$ cat src/rtl/apb_pkg.sv
// Shared APB slave definitions: FSM state encoding, lane-width helper, address-error decode.
// Latency: none (types and pure functions only).
// Backpressure: not applicable.
package apb_pkg;

    typedef enum logic [1:0] {
        IDLE  = 2'd0,
        WAIT  = 2'd1,
        READY = 2'd2
    } apb_state_t;

    // Number of byte-offset address bits for a given lane count (0 for a single lane).
    function automatic int SW_LOG2(input int sw);
        return (sw <= 1) ? 0 : $clog2(sw);
    endfunction

    // Flags an access that is misaligned or whose register index is past the bank.
    // Addresses are passed zero-extended to 64 bits so any slave width fits.
    function automatic logic apb_addr_err(input logic [63:0] addr,
                                          input int          nreg,
                                          input int          sw_log2 = 2);
        logic [63:0] mask;
        logic [63:0] idx;
        mask = (64'd1 << sw_log2) - 64'd1;
        idx  = addr >> sw_log2;
        return ((addr & mask) != 64'd0) || (idx >= 64'(nreg));
    endfunction

endpackage

$ cat src/rtl/apb_wait_ctrl.sv
// APB transfer sequencer: tracks setup, counts wait states and raises pready for one cycle.
// Latency: pready registered, high WS+1 cycles after the setup edge.
// Backpressure: slave-driven wait states only; master abort (strobe drop) returns to IDLE.
module apb_wait_ctrl
    import apb_pkg::*;
#(
    parameter int WS = 0
) (
    input  logic clk,
    input  logic rst,
    input  logic strb_i,
    input  logic penable_i,
    output logic setup_o,
    output logic load_o,
    output logic done_o,
    output logic abort_o,
    output logic pready_o
);

    apb_state_t state_q;
    logic [3:0] cnt_q;
    logic       pready_q;

    assign setup_o  = (state_q == IDLE) && strb_i && !penable_i;
    assign load_o   = (setup_o && (WS == 0)) ||
                      ((state_q == WAIT) && strb_i && (cnt_q == 4'd1));
    assign done_o   = (state_q == READY) && strb_i;
    assign abort_o  = (state_q != IDLE) && !strb_i;
    assign pready_o = pready_q;

    // Transfer FSM with wait counter; pready is loaded on entry to READY.
    always_ff @(posedge clk) begin
        if (!rst) begin
            state_q  <= IDLE;
            cnt_q    <= 4'd0;
            pready_q <= 1'b0;
        end else begin
            case (state_q)
                IDLE: begin
                    pready_q <= 1'b0;
                    if (strb_i && !penable_i) begin
                        if (WS == 0) begin
                            state_q  <= READY;
                            pready_q <= 1'b1;
                        end else begin
                            state_q <= WAIT;
                            cnt_q   <= 4'(WS);
                        end
                    end
                end
                WAIT: begin
                    if (!strb_i) begin
                        state_q <= IDLE;
                        cnt_q   <= 4'd0;
                    end else begin
                        cnt_q <= cnt_q - 4'd1;
                        if (cnt_q == 4'd1) begin
                            state_q  <= READY;
                            pready_q <= 1'b1;
                        end
                    end
                end
                READY: begin
                    state_q  <= IDLE;
                    pready_q <= 1'b0;
                end
                default: begin
                    state_q  <= IDLE;
                    cnt_q    <= 4'd0;
                    pready_q <= 1'b0;
                end
            endcase
        end
    end

endmodule

$ cat src/rtl/apb_reg_slave.sv
// APB register-bank endpoint: NREG byte-writable registers with per-register write pulses.
// Latency: WS+2 cycles per transfer; write visible on reg_q one cycle after completion.
// Backpressure: fixed WS wait states; master may abort by dropping apb_pstrb.
module apb_reg_slave
    import apb_pkg::*;
#(
    parameter int            AW      = 32,
    parameter int            DW      = 32,
    parameter int            SW      = DW / 8,
    parameter int            NREG    = 8,
    parameter int            WS      = 0,
    parameter logic [DW-1:0] RST_VAL = '0
) (
    input  logic               clk,
    input  logic               rst,
    input  logic               apb_pstrb,
    input  logic               apb_penable,
    input  logic               apb_pwrite,
    input  logic [AW-1:0]      apb_paddr,
    input  logic [SW-1:0]      apb_psel,
    input  logic [DW-1:0]      apb_pwdata,
    output logic [DW-1:0]      apb_prdata,
    output logic               apb_pready,
    output logic               apb_pslverr,
    output logic [NREG*DW-1:0] reg_q,
    output logic [NREG-1:0]    reg_we
);

    localparam int SWL = SW_LOG2(SW);
    localparam int IW  = (NREG > 1) ? $clog2(NREG) : 1;

    logic setup, load, done, abort;

    logic            wr_q, err_q;
    logic [IW-1:0]   idx_q;
    logic [SW-1:0]   psel_q;
    logic [DW-1:0]   wdata_q;

    logic            in_err;
    logic [IW-1:0]   in_idx;
    logic            cur_wr, cur_err;
    logic [IW-1:0]   cur_idx;

    logic [DW-1:0]   bank_q [NREG];
    logic [DW-1:0]   merged_d;
    logic [NREG-1:0] one_hot;
    logic [NREG-1:0] reg_we_q;
    logic [DW-1:0]   prdata_q;
    logic            pslverr_q;
    logic            commit;

    apb_wait_ctrl #(.WS(WS)) u_ctrl (
        .clk       (clk),
        .rst       (rst),
        .strb_i    (apb_pstrb),
        .penable_i (apb_penable),
        .setup_o   (setup),
        .load_o    (load),
        .done_o    (done),
        .abort_o   (abort),
        .pready_o  (apb_pready)
    );

    assign in_err = apb_addr_err(64'(apb_paddr), NREG, SWL);
    assign in_idx = apb_paddr[SWL +: IW];

    // With no wait states the response loads on the setup edge, before capture lands.
    assign cur_wr  = setup ? apb_pwrite : wr_q;
    assign cur_err = setup ? in_err     : err_q;
    assign cur_idx = setup ? in_idx     : idx_q;

    assign commit = done && wr_q && !err_q;

    // Capture the request at setup; held for the rest of the transfer.
    always_ff @(posedge clk) begin
        if (!rst) begin
            wr_q    <= 1'b0;
            err_q   <= 1'b0;
            idx_q   <= '0;
            psel_q  <= '0;
            wdata_q <= '0;
        end else if (setup) begin
            wr_q    <= apb_pwrite;
            err_q   <= in_err;
            idx_q   <= in_idx;
            psel_q  <= apb_psel;
            wdata_q <= apb_pwdata;
        end
    end

    // Merge enabled byte lanes of the write data over the current register value.
    always_comb begin
        merged_d = bank_q[idx_q];
        for (int b = 0; b < SW; b++) begin
            if (psel_q[b]) merged_d[8*b +: 8] = wdata_q[8*b +: 8];
        end
        one_hot        = '0;
        one_hot[idx_q] = 1'b1;
    end

    // Register bank update and write pulse, both on the completion edge.
    always_ff @(posedge clk) begin
        if (!rst) begin
            for (int i = 0; i < NREG; i++) bank_q[i] <= RST_VAL;
            reg_we_q <= '0;
        end else begin
            reg_we_q <= '0;
            if (commit) begin
                bank_q[idx_q] <= merged_d;
                reg_we_q      <= one_hot;
            end
        end
    end

    // Response data/error are loaded entering READY and cleared on any other edge.
    always_ff @(posedge clk) begin
        if (!rst || !load || abort) begin
            prdata_q  <= '0;
            pslverr_q <= 1'b0;
        end else begin
            pslverr_q <= cur_err;
            prdata_q  <= (cur_err || cur_wr) ? '0 : bank_q[cur_idx];
        end
    end

    assign apb_prdata  = prdata_q;
    assign apb_pslverr = pslverr_q;
    assign reg_we      = reg_we_q;

    for (genvar i = 0; i < NREG; i++) begin : g_flat
        assign reg_q[i*DW +: DW] = bank_q[i];
    end

endmodule

$ cat config.mk
export PLATFORM = sky130hd
export DESIGN_NAME = apb_reg_slave
export DESIGN_NICKNAME = d
export VERILOG_FILES = /design/src/rtl/apb_pkg.sv /design/src/rtl/apb_wait_ctrl.sv /design/src/rtl/apb_reg_slave.sv
export SDC_FILE = /design/constraint.sdc
export NUM_CORES = 1
export LEC_CHECK = 0
export ABC_CLOCK_PERIOD_IN_PS = 2200
export CELL_PAD_IN_SITES_DETAIL_PLACEMENT = 0
export CELL_PAD_IN_SITES_GLOBAL_PLACEMENT = 1
export CORE_UTILIZATION = 32
export DETAILED_ROUTE_END_ITERATION = 6
export DONT_BUFFER_PORTS = 1
export GPL_ROUTABILITY_DRIVEN = 0
export PLACE_DENSITY_LB_ADDON = 0.1
export SLEW_MARGIN = 20
export SYNTH_ARGS = -nofsm -noshare
export SYNTH_HDL_FRONTEND = slang
export SYNTH_SLANG_ARGS = --single-unit
export TNS_END_PERCENT = 50
$ cat constraint.sdc
create_clock -name clk -period 2.2 [get_ports clk]
set_clock_uncertainty 0.15 [all_clocks]
set_input_delay 0.22 -clock clk [delete_from_list [all_inputs] [get_ports clk]]
set_output_delay 0.22 -clock clk [all_outputs]
set_load 0.02 [all_outputs]
Word-level counts from Yosys, hierarchy flattened --
Memory sizes are Yosys's and may differ from the RTL's. A register that Yosys moved wholly into a read port is not among the register bits. Index checks and enable logic that the tools add are counted.
Storage, ports and cells: register bits after elaboration 57, bits in writable memories 256, bits of input ports 73, word-level logic and storage cells 85, memories 1
Memories:
- bank_q | words 8, width 32, rd ports 9, clocked after Yosys merged registers in 1, write ports 8, line apb_reg_slave.sv:44 | logic [DW-1:0] bank_q [NREG];
Cells by class: add/subtract/negate cells 1, order comparisons 3, eq/ne operators 11, muxes and demuxes 26, reduce and logical (&&, ||, !) cells 33
Operator list (number):
- $reduce_bool 64->1 | 1
- $mux 32 | 1
- $mux 8 | 4
- $reduce_or 32->1 | 1
- $ge 30x4->1 const B | 1
- $reduce_and 2->1 | 7
- $logic_and 1x1->1 | 10
- $mux 1 | 10
- $mux 4 | 2
- $pmux 4 s2 | 1
- $mux 2 | 3
- $mux 3 | 2
- $ne 2x2->1 const B | 3
- $logic_not 1->1 | 5
- $logic_or 1x1->1 | 5
- $eq 4x1->1 const B | 1
- $lt 3x4->1 const B | 1
- $ne 1x1->1 const B | 4
- $pmux 2 s2 | 1
- $reduce_or 2->1 | 2
- $sub 4x1->4 const B | 1
- $demux 1 s3 | 1
- $ge 3x1->1 const B | 1
- $ne 3x3->1 const B | 1
- other kinds (5) | 5

Longest topological paths before layout --
word-level depth 10, gate-level depth with buffers 7

Modules after synthesis --
A second synthesis with hierarchy kept.
Unflattened totals: cell total of the unflattened synthesis 1004, area total of the unflattened synthesis 14786.7 um2
By module, submodules not included:
- apb_reg_slave | times used 1, cells each 996, area an instance 14694.1 um2
- apb_wait_ctrl | times used 1, cells each 8, area an instance 92.6 um2

Worst setup path before layout --
OpenSTA, ideal clock, no wires.
kind register to register, start point register err_q, end point memory bank_q[0][0], enable pin, library setup time 0.329 ns, arrival time 1.753 ns, slack -0.031 ns, stages on the path, launching flop included 6, period minus slack after synthesis 2.231 ns, path through dfxtp_1 > nand4b_2 > nor4_4 > buf_2 > nand2_1 > nand2_1
RTL lines:
- from (decl) | line apb_reg_slave.sv:34 | logic wr_q, err_q;
- from (signal assigned) | line apb_reg_slave.sv:84 | err_q <= in_err;
- to (decl) | line apb_reg_slave.sv:44

Worst setup path in the final report --
start point register u_ctrl.state_q[1], end point register prdata_q[5] (netlist: apb_prdata[5]), read port of bank_q
Between the ends: cells in the longest elaborated chain, start to end 8
Ends and longest elaborated chain:
- from (decl) | line apb_wait_ctrl.sv:20 | apb_state_t state_q;
- from (signal assigned) | line apb_wait_ctrl.sv:34 | state_q <= IDLE;
- from (signal assigned) | line apb_wait_ctrl.sv:43 | state_q <= READY;
- from (signal assigned) | line apb_wait_ctrl.sv:46 | state_q <= WAIT;
- $eq 2x1->1 or $logic_not 2->1 (tied branches) | line apb_wait_ctrl.sv:26, apb_wait_ctrl.sv:24
- $logic_and 1x1->1 (on tied branches) (2 in a row) | line apb_wait_ctrl.sv:26, apb_wait_ctrl.sv:24
- $logic_or 1x1->1 | line apb_wait_ctrl.sv:25 | assign load_o = (setup_o && (WS == 0)) ||
- $logic_not 1->1 | line apb_reg_slave.sv:117 | if (!rst || !load || abort) begin
- $logic_or 1x1->1 (2 in a row) | line apb_reg_slave.sv:117
- $reduce_or 2->1 (no line)
- to (decl) | line apb_reg_slave.sv:48 | logic [DW-1:0] prdata_q;
Several ways; a longest one is shown, not always the timed one. A chain may end at the register's enable or synchronous reset.

==> results.toml <==
[setup_path]
arrival_ns = 2.50
critical_path_class = "reg -> reg"
crit_start = "u_ctrl.state_q[1]"
cpPeakStageDelay_ns = 0.64
worst-path-stages = 5
reg2reg_from = "u_ctrl.state_q[1]"
start_kind = "register"
crit_chain = "nor3b_4 -> nand4_1 -> or4_4 -> clkbuf_16 -> a311oi_1"
cp_top_family = "simple AND/OR/NAND/NOR gates"
cp_slowest_cell = "or4_4"
crit_path_end_kind = "register"
required_ns = 2.52
crit_buf_inv = 1
worstPathMaxFanout = 16
reg2regPathDepth = 5

[power]
combPwrFrac_pct = 9.3
peakVddDrop_v = 0.0004831
p_sw_mw = 4.155
power_mw = 16.23
p_sw_share_pct = 25.60
p_int_mw = 12.08
p_leak_nw = 8.766
power_density_nw_per_um2 = 753.1
clkPwrFrac_pct = 43.9
p_seq_share_pct = 46.8

[timing]
rsz0062_at_grt = "yes"
setup-violations-final = 0
max_freq_mhz = 458.5
setup_ws_ns = 0.01899
period_share_pct = 99.14
period_needed_ns = 2.181
max_slew.worst_pin.slew_ns = 0.5708
hold_violations = 0
final_max_slew_viol_count = 0
relSlewSlack_pct = 60.86

[floorplan]
rows = 84
floorplan.initialDensity_pct = 32.68
die_area_sq_um = 55140
die_h_um = 234.8
core-area_sq_um = 53080
ioPinCount = 371
dieWidth_um = 234.8

[drt]
dr_total_vias = 12900
ant_nets = 0
wl_per_cell_um = 28.91
drt_wl_total_mm = 67.58
vias_per_cell = 5.519
drcViolationCount = 0
drt_iter0_markers = 871
drt-pass1-iter-count = 5

[global_route]
grt_max_degree = 98
grt_pass1_vias = 12900
grt_pass1_wl_mm = 94.91
gr-usage-all-layers_pct = 23.44
antenna_found_initial = 1
grt.overflow.total = 0

[clock_tree]
cts_tree = "done"
clk_latency_ns = 0.56
root_buffer = "clkbuf_16"
clkTransAtPathRegs_ns = 0.06
numCtsBuffers = 43
cts_sinks = 340
cts_max_path_buffers = 3
htree_levels = 2

[finish]
drive_gt1_share_pct = 14.61
fin_util_pct = 40.61
design_area_sq_um = 21550
nets = 1688
final_cells = 2338
area_growth_pct = 24.24
filler_cell_count = 5060

[synthesis]
yosysMostFrequentCell = "mux2i_1"
ys_seq_area_share_pct = 54.01
synth.area.top_cells = "edfxtp_1 44%, mux2i_1 17%, dfxtp_1 9.7%"
synth_edf_count = 256
synth_top_area_share_pct = 44.32
syn_area_sq_um = 17350
synth_commonest_cells = "291 x mux2i_1, 256 x and3_1, 256 x edfxtp_1"
synth_top_cell_by_area = "edfxtp_1"
synthesis.nets = 1588
ys_warn_count = 0
syn_inst = 1515
ys.flop_type = "edfxtp_1"
synthArstFlopShare_pct = 0
synth.distinct_cells = 33
ys_ff_latch = 340
avgSynthCellArea_sq_um = 11.45

[placed_design]
port_buffers = 0
dp_hpwl_mm = 45.03
dp.cells = 2185
preCtsSetupSlack_ns = -0.03728
dpl_cell_area_sq_um = 19160

[min_path]
hold_path_depth = 3
hp-class = "in -> reg"
min_from = "apb_paddr[2]"

[run_status]
outcome = "complete, no violations"

[job]
drv_cap = 0
## logic make-up after synthesis
| group | Yosys count | synth area share (%) |
|---|---|---|
| flip-flops | 340 | 54.01 |
| multiplexers | 294 | 16.99 |
| AO/OA/AOI/OAI | 167 | 7.444 |
| AND/OR/NAND/NOR | 567 | 17.98 |
| buffers and inverters | 147 | 3.578 |
## routing by layer
| layer | up-vias | share of wire (%) | global-route usage, % |
|---|---|---|---|
| met3 | 92 | 7.1 | 6.262 |
| met1 | 6485 | 42 | 29.99 |
| met2 | 419 | 48 | 39.11 |
| li1 | 5908 | - | - |
| met5 | - | 0 | 0 |
| met4 | 0 | 2.4 | 6.001 |
## worst register-to-register path, cell delays in order (launching register included)
cell and delay [ns]:
dfxtp_2 0.33, nor3b_4 0.30, nand4_1 0.17, or4_4 0.64, clkbuf_16 0.27, a311oi_1 0.24
## power by group through the flow
| stage | logic, mW | registers (mW) | clock network, mW |
|---|---|---|---|
| 2_1_floorplan | 0.859 | 7.56 | 0 |
| 3_3_place_gp | 1.29 | 7.73 | 0 |
| 3_5_place_dp | 1.29 | 7.74 | 0 |
| 4_1_cts | 1.47 | 7.60 | 7.29 |
| 5_1_grt | 1.61 | 7.63 | 7.53 |
| 6_report | 1.51 | 7.60 | 7.12 |
## through the flow
step	TNS (ns)	hold WS [ns]
6_report	0	0.02587
5_1_grt	-0.2476	0.03366
4_1_cts	0	0.006052
3_5_place_dp	-0.04193	0.2125
3_3_place_gp	0	0.2158
2_1_floorplan	0	0.2149
## path summary, 6_finish.rpt
check                       end  slack [ns]
hold / removal    apb_prdata[9]        0.03
hold reg to reg       psel_q[0]        0.35
setup / recovery  apb_prdata[5]        0.02
setup reg to reg  apb_prdata[5]        0.02
## sequential cells by signal, summed over array words and instances, names as in the netlist
| signal | flops |
|---|---|
| wdata_q | 32 |
| psel_q | 4 |
| u_ctrl.state_q | 1 |
| u_ctrl.pready_o | 1 |
| reg_we | 8 |
| bank_q | 256 |
| idx_q | 3 |
| err_q | 1 |
| wr_q | 1 |
| apb_pslverr | 1 |
| apb_prdata | 32 |
## placed cells by master, fill, tap and decap left out, drive strengths merged, types with 34 or more instances in the layout
| master | instances |
|---|---|
| nor2b | 34 |
| and3 | 256 |
| edfxtp | 256 |
| dfxtp | 84 |
| mux2i | 291 |
| buf | 133 |
| dlygate4sd3 | 64 |
| a21boi | 38 |
| clkbuf | 67 |
| nand2 | 209 |
## final cells by class
| type | instances | area [sq um] | share of cell area, % |
|---|---|---|---|
| tap | 688 | 860.8 | 3.994 |
| clock inverter | 15 | 178.9 | 0.8302 |
| timing repair buffer | 200 | 2371 | 11.00 |
| antenna | 1 | 2.502 | 0.01161 |
| clock buffer | 64 | 1227 | 5.695 |
| inverter | 2 | 7.507 | 0.03483 |
| sequential | 340 | 9376 | 43.51 |
| multi-input combinational | 1028 | 7527 | 34.93 |
## repair_timing
item	CTS	global route
pin swaps	0	1
buffers inserted	0	3
hold endpoints to repair	332	0
hold buffers	67	0
resized for setup	2	30
endpoints found under the setup margin	9	78
cloned	0	3
Note: power is estimated with default switching activity, not from simulation.
